--- src/rtl/hms_alarm_core.sv ---
// hms_alarm_core: hours/minutes/seconds clock with N_ALARM alarm channels, a three-mode
// user interface (CLOCK / SETUP / ALARM) and a ringing controller.
//
// Optional feature: define SNOOZE_EN to build the snooze logic. Without it, i_snooze is
// accepted but ignored and no snooze state exists.
//
// Ports:
//   clk, rst_n       clock, asynchronous active-low reset
//   i_mode           advance mode CLOCK -> SETUP -> ALARM -> CLOCK (resets edit field)
//   i_pos            advance edit field SEC -> MIN -> HOUR (SETUP / ALARM only)
//   i_inc            increment selected field of time (SETUP) or alarm[o_sel] (ALARM)
//   i_sel            advance selected alarm (ALARM only)
//   i_tgl            toggle enable of selected alarm (any mode)
//   i_stop           stop ring / cancel pending snooze
//   i_snooze         snooze an active ring (SNOOZE_EN builds only)
//   o_hour/min/sec   displayed time, or alarm[o_sel] in ALARM mode
//   o_mode, o_pos    current mode and edit field
//   o_sel            selected alarm index
//   o_alarm_en       per-channel alarm enables
//   o_ring, o_ring_id  ring active and the channel that triggered it
//   o_tick           one-cycle one-second strobe
module hms_alarm_core #(
    parameter int unsigned CLK_DIV    = 50000000,
    parameter int unsigned N_ALARM    = 2,
    parameter int unsigned RING_SEC   = 60,
    parameter int unsigned SNOOZE_SEC = 300
) (
    input  logic               clk,
    input  logic               rst_n,
    input  logic               i_mode,
    input  logic               i_pos,
    input  logic               i_inc,
    input  logic               i_sel,
    input  logic               i_tgl,
    input  logic               i_stop,
    input  logic               i_snooze,
    output logic [4:0]         o_hour,
    output logic [5:0]         o_min,
    output logic [5:0]         o_sec,
    output logic [1:0]         o_mode,
    output logic [1:0]         o_pos,
    output logic [1:0]         o_sel,
    output logic [N_ALARM-1:0] o_alarm_en,
    output logic               o_ring,
    output logic [1:0]         o_ring_id,
    output logic               o_tick
);

    localparam logic [1:0] MODE_CLOCK = 2'd0;
    localparam logic [1:0] MODE_SETUP = 2'd1;
    localparam logic [1:0] MODE_ALARM = 2'd2;

    localparam logic [1:0] POS_SEC  = 2'd0;
    localparam logic [1:0] POS_MIN  = 2'd1;
    localparam logic [1:0] POS_HOUR = 2'd2;

    localparam logic [31:0] TICK_MAX = 32'(CLK_DIV - 1);
    localparam logic [1:0]  SEL_MAX  = 2'(N_ALARM - 1);
    localparam logic [7:0]  RING_MAX = 8'(RING_SEC - 1);

    function automatic logic [5:0] inc60(input logic [5:0] v);
        return (v == 6'd59) ? 6'd0 : v + 6'd1;
    endfunction

    function automatic logic [4:0] inc24(input logic [4:0] v);
        return (v == 5'd23) ? 5'd0 : v + 5'd1;
    endfunction

    logic [31:0]        cnt_q, cnt_d;
    logic [4:0]         hour_q, hour_d;
    logic [5:0]         min_q, min_d, sec_q, sec_d;
    logic [1:0]         mode_q, mode_d, pos_q, pos_d, sel_q, sel_d;
    logic [N_ALARM-1:0] en_q, en_d;
    logic [4:0]         alm_h_q [N_ALARM];
    logic [4:0]         alm_h_d [N_ALARM];
    logic [5:0]         alm_m_q [N_ALARM];
    logic [5:0]         alm_m_d [N_ALARM];
    logic [5:0]         alm_s_q [N_ALARM];
    logic [5:0]         alm_s_d [N_ALARM];
    logic               ring_q, ring_d;
    logic [1:0]         ring_id_q, ring_id_d;
    logic [7:0]         ring_cnt_q, ring_cnt_d;

    logic               tick, edit_ok, hit, ring_chan_en, ring_kill;
    logic [1:0]         hit_id;

`ifdef SNOOZE_EN
    localparam logic [15:0] SNZ_MAX = 16'(SNOOZE_SEC - 1);
    logic               snz_q, snz_d;
    logic [15:0]        snz_cnt_q, snz_cnt_d;
`else
    logic               unused_snooze;
    assign unused_snooze = i_snooze;
`endif

    // Counter is frozen in SETUP, so leaving SETUP always restarts a full second.
    assign tick    = (mode_q != MODE_SETUP) && (cnt_q == TICK_MAX);
    // A mode change swallows same-cycle edit pulses.
    assign edit_ok = !i_mode;

    always_comb begin
        cnt_d = cnt_q + 32'd1;
        if (mode_q == MODE_SETUP || tick) cnt_d = '0;

        hour_d = hour_q;
        min_d  = min_q;
        sec_d  = sec_q;
        if (tick) begin
            sec_d = inc60(sec_q);
            if (sec_q == 6'd59) begin
                min_d = inc60(min_q);
                if (min_q == 6'd59) hour_d = inc24(hour_q);
            end
        end else if (mode_q == MODE_SETUP && i_inc && edit_ok) begin
            case (pos_q)
                POS_SEC:  sec_d  = inc60(sec_q);
                POS_MIN:  min_d  = inc60(min_q);
                default:  hour_d = inc24(hour_q);
            endcase
        end

        mode_d = mode_q;
        pos_d  = pos_q;
        sel_d  = sel_q;
        if (i_mode) begin
            case (mode_q)
                MODE_CLOCK: mode_d = MODE_SETUP;
                MODE_SETUP: mode_d = MODE_ALARM;
                default:    mode_d = MODE_CLOCK;
            endcase
            pos_d = POS_SEC;
        end else begin
            if (i_pos && mode_q != MODE_CLOCK) pos_d = (pos_q == POS_HOUR) ? POS_SEC : pos_q + 2'd1;
            if (i_sel && mode_q == MODE_ALARM) sel_d = (sel_q == SEL_MAX) ? 2'd0 : sel_q + 2'd1;
        end

        en_d    = en_q;
        alm_h_d = alm_h_q;
        alm_m_d = alm_m_q;
        alm_s_d = alm_s_q;
        for (int i = 0; i < int'(N_ALARM); i++) begin
            if (2'(i) == sel_q) begin
                if (i_tgl) en_d[i] = ~en_q[i];
                if (mode_q == MODE_ALARM && i_inc && edit_ok) begin
                    case (pos_q)
                        POS_SEC:  alm_s_d[i] = inc60(alm_s_q[i]);
                        POS_MIN:  alm_m_d[i] = inc60(alm_m_q[i]);
                        default:  alm_h_d[i] = inc24(alm_h_q[i]);
                    endcase
                end
            end
        end

        // Only tick-driven time changes can match; descending scan leaves the lowest index.
        hit    = 1'b0;
        hit_id = 2'd0;
        for (int i = int'(N_ALARM) - 1; i >= 0; i--) begin
            if (tick && en_q[i] && alm_h_q[i] == hour_d && alm_m_q[i] == min_d &&
                alm_s_q[i] == sec_d) begin
                hit    = 1'b1;
                hit_id = 2'(i);
            end
        end

        ring_chan_en = 1'b0;
        for (int i = 0; i < int'(N_ALARM); i++) begin
            if (2'(i) == ring_id_q) ring_chan_en = en_d[i];
        end
        ring_kill = i_stop || !ring_chan_en || (mode_d == MODE_SETUP);

        ring_d     = ring_q;
        ring_id_d  = ring_id_q;
        ring_cnt_d = ring_cnt_q;
`ifdef SNOOZE_EN
        snz_d      = snz_q;
        snz_cnt_d  = snz_cnt_q;
`endif
        if (ring_q) begin
            if (tick) begin
                if (ring_cnt_q == RING_MAX) ring_d = 1'b0;
                else                        ring_cnt_d = ring_cnt_q + 8'd1;
            end
`ifdef SNOOZE_EN
            if (i_snooze) begin
                ring_d    = 1'b0;
                snz_d     = 1'b1;
                snz_cnt_d = '0;
            end
`endif
            if (ring_kill) begin
                ring_d = 1'b0;
`ifdef SNOOZE_EN
                snz_d  = 1'b0;
`endif
            end
        end else begin
`ifdef SNOOZE_EN
            if (snz_q) begin
                if (ring_kill) begin
                    snz_d = 1'b0;
                end else if (tick) begin
                    if (snz_cnt_q == SNZ_MAX) begin
                        ring_d     = 1'b1;
                        ring_cnt_d = '0;
                        snz_d      = 1'b0;
                    end else begin
                        snz_cnt_d = snz_cnt_q + 16'd1;
                    end
                end
            end
`endif
            // A fresh match pre-empts any pending snooze.
            if (!ring_d && hit && mode_d != MODE_SETUP) begin
                ring_d     = 1'b1;
                ring_id_d  = hit_id;
                ring_cnt_d = '0;
`ifdef SNOOZE_EN
                snz_d      = 1'b0;
`endif
            end
        end
    end

    always_ff @(posedge clk or negedge rst_n) begin
        if (!rst_n) begin
            cnt_q      <= '0;
            hour_q     <= '0;
            min_q      <= '0;
            sec_q      <= '0;
            mode_q     <= MODE_CLOCK;
            pos_q      <= POS_SEC;
            sel_q      <= '0;
            en_q       <= '0;
            alm_h_q    <= '{default: '0};
            alm_m_q    <= '{default: '0};
            alm_s_q    <= '{default: '0};
            ring_q     <= 1'b0;
            ring_id_q  <= '0;
            ring_cnt_q <= '0;
`ifdef SNOOZE_EN
            snz_q      <= 1'b0;
            snz_cnt_q  <= '0;
`endif
        end else begin
            cnt_q      <= cnt_d;
            hour_q     <= hour_d;
            min_q      <= min_d;
            sec_q      <= sec_d;
            mode_q     <= mode_d;
            pos_q      <= pos_d;
            sel_q      <= sel_d;
            en_q       <= en_d;
            alm_h_q    <= alm_h_d;
            alm_m_q    <= alm_m_d;
            alm_s_q    <= alm_s_d;
            ring_q     <= ring_d;
            ring_id_q  <= ring_id_d;
            ring_cnt_q <= ring_cnt_d;
`ifdef SNOOZE_EN
            snz_q      <= snz_d;
            snz_cnt_q  <= snz_cnt_d;
`endif
        end
    end

    always_comb begin
        o_hour = hour_q;
        o_min  = min_q;
        o_sec  = sec_q;
        if (mode_q == MODE_ALARM) begin
            for (int i = 0; i < int'(N_ALARM); i++) begin
                if (2'(i) == sel_q) begin
                    o_hour = alm_h_q[i];
                    o_min  = alm_m_q[i];
                    o_sec  = alm_s_q[i];
                end
            end
        end
    end

    assign o_mode     = mode_q;
    assign o_pos      = pos_q;
    assign o_sel      = sel_q;
    assign o_alarm_en = en_q;
    assign o_ring     = ring_q;
    assign o_ring_id  = ring_id_q;
    assign o_tick     = tick;

endmodule

--- config.mk ---
export PLATFORM = sky130hd
export DESIGN_NAME = hms_alarm_core
export DESIGN_NICKNAME = d
export VERILOG_FILES = /design/src/rtl/hms_alarm_core.sv
export SDC_FILE = /design/constraint.sdc
export NUM_CORES = 1
export LEC_CHECK = 0
export ABC_AREA = 1
export BUFFER_PORTS_ARGS = -buffer_cell sky130_fd_sc_hd__buf_2
export CELL_PAD_IN_SITES_DETAIL_PLACEMENT = 0
export CELL_PAD_IN_SITES_GLOBAL_PLACEMENT = 1
export CORE_ASPECT_RATIO = 0.8
export CORE_MARGIN = 2
export CORE_UTILIZATION = 35
export CTS_CLUSTER_DIAMETER = 60
export DETAILED_ROUTE_END_ITERATION = 6
export PLACE_DENSITY = 0.75
export SLEW_MARGIN = 0
export SYNTH_ARGS = -nofsm -noshare
export SYNTH_HDL_FRONTEND = slang
export SYNTH_SLANG_ARGS = --single-unit
--- constraint.sdc ---
create_clock -name clk -period 3 [get_ports clk]
set_input_delay 0.6 -clock clk [delete_from_list [all_inputs] [get_ports clk]]
set_output_delay 0.6 -clock clk [all_outputs]
set_load 0.02 [all_outputs]
Word-level counts from Yosys, hierarchy flattened
Index checks and enable logic that the tools add are counted.
{ "totals": {"register_bits": 102, "input_bits": 9, "output_inout_bits": 29, "word_cells": 160} }
{ "classes": {"addsub": 13, "n_eq_ne": 29, "mux": 56, "bitwise_logic": 5, "reduce_logical": 40} }
{ "ops": {"columns": ["operator", "count"], "rows": [
  ["6-bit two-way mux", 19],
  ["5-bit two-way mux", 11],
  ["6-bit by 1-bit adder with 6-bit output (second input constant)", 6],
  ["6-bit == test (second input constant)", 6],
  ["32-bit by 1-bit adder with 32-bit output (second input constant)", 1],
  ["32-bit by 26-bit == test with 1-bit output (second input constant)", 1],
  ["32-bit two-way mux", 1],
  ["8-bit two-way mux", 4],
  ["6-bit == test", 4],
  ["3-bit AND reduction", 7],
  ["1-bit logical AND", 17],
  ["5-bit by 1-bit adder with 5-bit output (second input constant)", 3],
  ["5-bit == test (second input constant)", 3],
  ["1-bit two-way mux", 14],
  ["2-bit two-way mux", 6],
  ["5-bit == test", 2],
  ["8-bit by 1-bit adder with 8-bit output (second input constant)", 1],
  ["2-bit by 1-bit == test with 1-bit output (second input constant)", 4],
  ["8-bit by 6-bit == test with 1-bit output (second input constant)", 1],
  ["2-bit logical NOT", 4],
  ["2-bit by 1-bit != test with 1-bit output (second input constant)", 3],
  ["2-bit nonzero test", 3],
  ["1-bit NOT", 5],
  ["2-bit by 1-bit adder with 2-bit output (second input constant)", 2],
  ["8 further kinds", 15]
]} }

Depth between registers and ports, before layout
{ "depth": {"ltp_word": 15, "mapped_depth": 22, "mapped_depth_nobuf": 22} }

Least setup slack after synthesis
Ideal clock, no wire load.
{ "synth_timing": {"path_kind": "input to register", "startpoint": "in i_inc", "endpoint": "reg ring_cnt_q[5]", "setup_ns": 0.117, "arrival_time_ns": 2.190, "t_required_ns": 2.883, "slack_ns": 0.693, "stages": 19, "n_path_buf": 0, "cell_sequence": "inv_1 nor2_1 nand2_4 nor2_4 nand3_1 o21ai_0 nand2_1 nand2_2 nand2_1 nand2_1 nand2_1 nor2_1 nand2_1 nor2_1 nand2_1 nand3_2 nand2_1 nor2_1 nor2_1"} }
{ "synth_between": {"elab_chain_cells": 14, "elab_cells_between_ends": 26, "cone_classes": "6 x eq/ne; 8 x mux; 12 x reduce/logical"} }
{ "synth_rtl": {"columns": ["element", "line_no", "text"], "rows": [
  ["start, declared", "32", "input logic i_inc,"],
  ["1-bit logical AND * (2 in series)", "114", "end else if (mode_q == MODE_SETUP && i_inc && edit_ok) begin"],
  ["5-bit two-way mux", "114", null],
  ["5-bit two-way mux", "108", "if (tick) begin"],
  ["5-bit == test", "158", "if (tick && en_q[i] && alm_h_q[i] == hour_d && alm_m_q[i] == min_d &&"],
  ["1-bit logical AND (3 in series)", "158", null],
  ["1-bit two-way mux", "158", null],
  ["1-bit two-way mux *", "158", null],
  ["1-bit logical AND * (2 in series)", "213", "if (!ring_d && hit && mode_d != MODE_SETUP) begin"],
  ["2-bit nonzero test (no line) *", null, null],
  ["3-bit AND reduction (no line) *", null, null],
  ["end signal, assigned", "258", "ring_cnt_q <= ring_cnt_d;"],
  ["end, declared", "82", "logic [7:0] ring_cnt_q, ring_cnt_d;"]
]} }
Every way passes the cells marked *; elsewhere a longest branch is shown, timed or not.
A chain may end at the register's enable or synchronous reset.

Worst setup path after layout
{ "layout_timing": {"startpoint": "reg cnt_q[0]", "endpoint": "reg ring_cnt_q[5]"} }
{ "layout_between": {"elab_chain_cells": 13, "elab_cells_between_ends": 26, "cone_classes": "8 x eq/ne; 5 x mux; 13 x reduce/logical"} }
{ "layout_rtl": {"columns": ["element", "line_no", "text"], "rows": [
  ["start, declared", "69", "logic [31:0] cnt_q, cnt_d;"],
  ["start signal, assigned", "245", "cnt_q <= cnt_d;"],
  ["32-bit by 26-bit == test with 1-bit output *", "97", "assign tick = (mode_q != MODE_SETUP) && (cnt_q == TICK_MAX);"],
  ["1-bit logical AND *", "97", null],
  ["5-bit two-way mux", "108", null],
  ["5-bit == test", "158", null],
  ["1-bit logical AND (3 in series)", "158", null],
  ["1-bit two-way mux (2 in series)", "158", null],
  ["1-bit logical AND (2 in series)", "213", null],
  ["2-bit nonzero test (no line)", null, null],
  ["3-bit AND reduction (no line) *", null, null]
]} }
Marks and branches as above.

==> reports/results.tsv <==
metric	value	unit
Avg Cell Area, Syn	6.73	um2
slowest CP cell	dfrtp_1	
Final nets	1111	
htree depth	3	
Horiz. Die Dim	161	um
max incr delay on CP	0.37	ns
Seq cells post-synth	101	
outcome	finished clean	
Synth Instances	1025	
fraction of layout cells with a size suffix above 1	13.3	%
post-route DRC violation count	0	
first-pass GRT wire length	33000	um
Inst Count DP	1335	
most frequent cell after synthesis	nand2_1	
CP startpoint kind	register	
leakage	3.89	nW
clock root buffer	clkbuf_16	
Avg Vias per Cell	4.98	
All-Layer GR Usage	20.2	%
Worst EP required	3.29	ns
Max IR drop VDD	0.000327	V
Post-synth top cells	294 x nand2_1, 142 x inv_1, 101 x dfrtp_1, 101 x nor2_1, 87 x nand3_1	
met3 usage	2.78	%
clk_skew	0.00627	ns
Initial Util	36.0	%
register area share after synthesis	36.6	%
Layout Cells excl Fill	1354	
top cell type's share of synthesized area	36.6	%
MaxCap Viol Count	0	
mapped cell area	6900	um2
Worst EP arrival	3.07	ns
async set-reset flop share out of synthesis	100	%
Max clock buf depth	2	
vias in the first global route	6183	
row count	45	
CP cell instances	ha_2 > nand3_1 > buf_4 > nor2_1 > nand2_1 > nor2_4 > nand3_1 > nand3_1 > nand3_1 > nor2_2 > nand2_1 > nor2_1 > nand3_2 > nand3_4 > nand2_1 > nand2_1 > nand2_1 > nor2_1	
synth top area cells	dfrtp_1 37%, nand2_1 16%, inv_1 7.7%, nand3_1 6.3%, nor2_1 5.5%	
CP endpoint kind	register	
final weighted congestion in routability-driven placement	0.889	
Ys Warns	0	
clk slew on worst S/H paths	0.07	ns
Pre-Repair DR Iteration Count	5	
ys flop type	dfrtp_1	
top achievable clock speed	360	MHz
Chip Height	130	um
drt initial violations	608	
routed length per instance	15.1	um
largest net degree at the start of global routing	51	
Post-DRT Antenna Nets	0	
filler instances	2050	
Cell variety after synth	44	
core footprint	19100	um2
Critical Path Fanout Max	7	
final-report hold violation count	0	
GR peak layer	met1	
Final Max Tran Viols	0	
via count	6747	
Ant. Diodes	0	
leading area contributor after synthesis	dfrtp_1	
Fin Setup TNS	0	ns
GR Overflow Total	0	
Ports	38	
TritonCTS clock tree	yes	
Post-synth EDFFs	0	
clk_lat worst skew	0.36	ns
total CTS buffers	9	
hpwl dp	15800	um
Area Growth Syn to Fin	15.3	%
Final Routed Wirelength	20400	um
RSZ-0062 raised after global routing	no	
period utilization	92.6	%
CTS sink cnt	101	
kind of critical path	register to register	
total power divided by cell area	774	nW/um2
Tmin final	2.78	ns
Max transition margin	26.1	%
Die ar.	20900	um2
initial antenna violation count	0	
count of final setup violators	0	
met1 Use GR	30.8	%
cts hold-fix bufs	0	
Crit path top cell by count	nand2_1	
number of port buffers	35	
Tightest Pin Transition	1.11	ns
min-delay worst type	input pin to asynchronous set/reset pin	
met2 Use GR	30.4	%
Mapped Nets	1045	
[registers in the layout (all words and copies together) (netlist names), 5 cells and up]
signal	count
ring_cnt_q	8
min_q	6
cnt_q	32
hour_q	5
alm_h_q	10
alm_m_q	12
alm_s_q	12
sec_q	6
[report_power, final]
| part | internal [mW] | total, mW | switching, mW |
|---|---|---|---|
| registers | 1.68 | 2.04 | 0.364 |
| logic | 0.945 | 2.89 | 1.95 |
| clock network | 0.667 | 1.22 | 0.551 |
| total | 3.29 | 6.16 | 2.86 |
[stage by stage]
step / util [%] / instance area, um2 / setup WS, ns / hold slack (ns) / total power, mW
2_1_floorplan: - / 6900 / 0.693 / 0.304 / 3.95
3_3_place_gp: 39.7 / 7590 / 0.0898 / 0.476 / 4.89
3_5_place_dp: 39.7 / 7590 / 0.0754 / 0.481 / 4.90
4_1_cts: 41.2 / 7890 / 0.0966 / 0.299 / 6.14
5_1_grt: 41.5 / 7950 / 0.00362 / 0.330 / 6.63
6_report: 41.5 / 7950 / 0.223 / 0.275 / 6.16
[final timing paths]
path                                     from                        end  slack [ns]  cells after the start
min                                     rst_n        cnt_q[10]$_DFF_PN0_        0.28                      1
max in group asynchronous               rst_n    alm_s_q[11]$_DFFE_PN0P_        2.03                      2
max                        cnt_q[0]$_DFF_PN0_  ring_cnt_q[5]$_DFFE_PN0P_        0.22                     18
min in group clk           cnt_q[0]$_DFF_PN0_         cnt_q[0]$_DFF_PN0_        0.46                      1
min reg2reg                cnt_q[0]$_DFF_PN0_         cnt_q[0]$_DFF_PN0_        0.46                      1
max reg2reg                cnt_q[0]$_DFF_PN0_  ring_cnt_q[5]$_DFFE_PN0P_        0.22                     18
[metal layers]
metal	routed length (um)	part of all wire (%)
met1	10600	52
met2	8550	42
met3	1050	5.1
met4	163	0.80
met5	0	0
[cells in the final DEF (no fill, tap or decap), types with 2 or more instances in the layout]
master | Yosys | routed
clkinv_2 | 0 | 2
o211ai_1 | 2 | 2
o22ai_1 | 18 | 18
nand2_1 | 294 | 291
xor2_1 | 15 | 15
clkbuf_16 | 0 | 9
a31oi_1 | 3 | 3
a2bb2oi_1 | 4 | 4
ha_2 | 0 | 2
clkinvlp_4 | 0 | 3
o21a_1 | 7 | 7
nand3b_1 | 2 | 2
nor3b_1 | 2 | 2
nand4_1 | 22 | 22
nand3_1 | 87 | 85
nand2_2 | 14 | 17
ha_1 | 11 | 9
nor2_1 | 101 | 99
inv_2 | 9 | 9
nor3_1 | 34 | 33
dfrtp_1 | 101 | 101
o32ai_1 | 2 | 2
buf_12 | 0 | 2
nand3_2 | 6 | 7
nor2_4 | 7 | 7
a21oi_1 | 34 | 34
o21ai_1 | 2 | 3
o21ai_0 | 59 | 58
buf_2 | 2 | 34
nor3_2 | 4 | 5
inv_1 | 142 | 142
buf_4 | 2 | 33
nor4_1 | 9 | 9
nor2_2 | 7 | 9
o41ai_1 | 2 | 2
[worst max-delay path, delay by kind of cell (launching register included)]
kind | cells | cell delay, ns
AND/OR/NAND/NOR | 16 | 1.94
buffers and inverters | 1 | 0.16
adder cells (fa/ha/maj) | 1 | 0.22
flip-flops | 1 | 0.37
[kinds of logic (layout without fill, tap and decap cells)]
family	count (synthesis)	count (layout)	synth area share (%)
buffers and inverters	166	237	9.29
flip-flops	101	101	36.6
adder cells (fa/ha/maj)	11	11	2.00
AO/OA/AOI/OAI	137	137	11.2
other	1	1	0.0544
XOR/XNOR	16	16	2.03
AND/OR/NAND/NOR	593	593	38.7
[final cells by class]
type,instances,area (um2),share of cell area [%]
timing repair buffer,69,458,5.76
inverter,152,571,7.18
multi-input combinational,758,3770,47.4
sequential,101,2530,31.8
tap,258,323,4.06
clock inverter,6,62.6,0.787
clock buffer,10,239,3.01
[timing repair]
action | 4_1_cts | 5_1_grt
gates resized for setup | 0 | 11
endpoints found under the setup margin | 0 | 10
buffers inserted | 0 | 3
No activity file was read; power rests on OpenSTA's default activity.
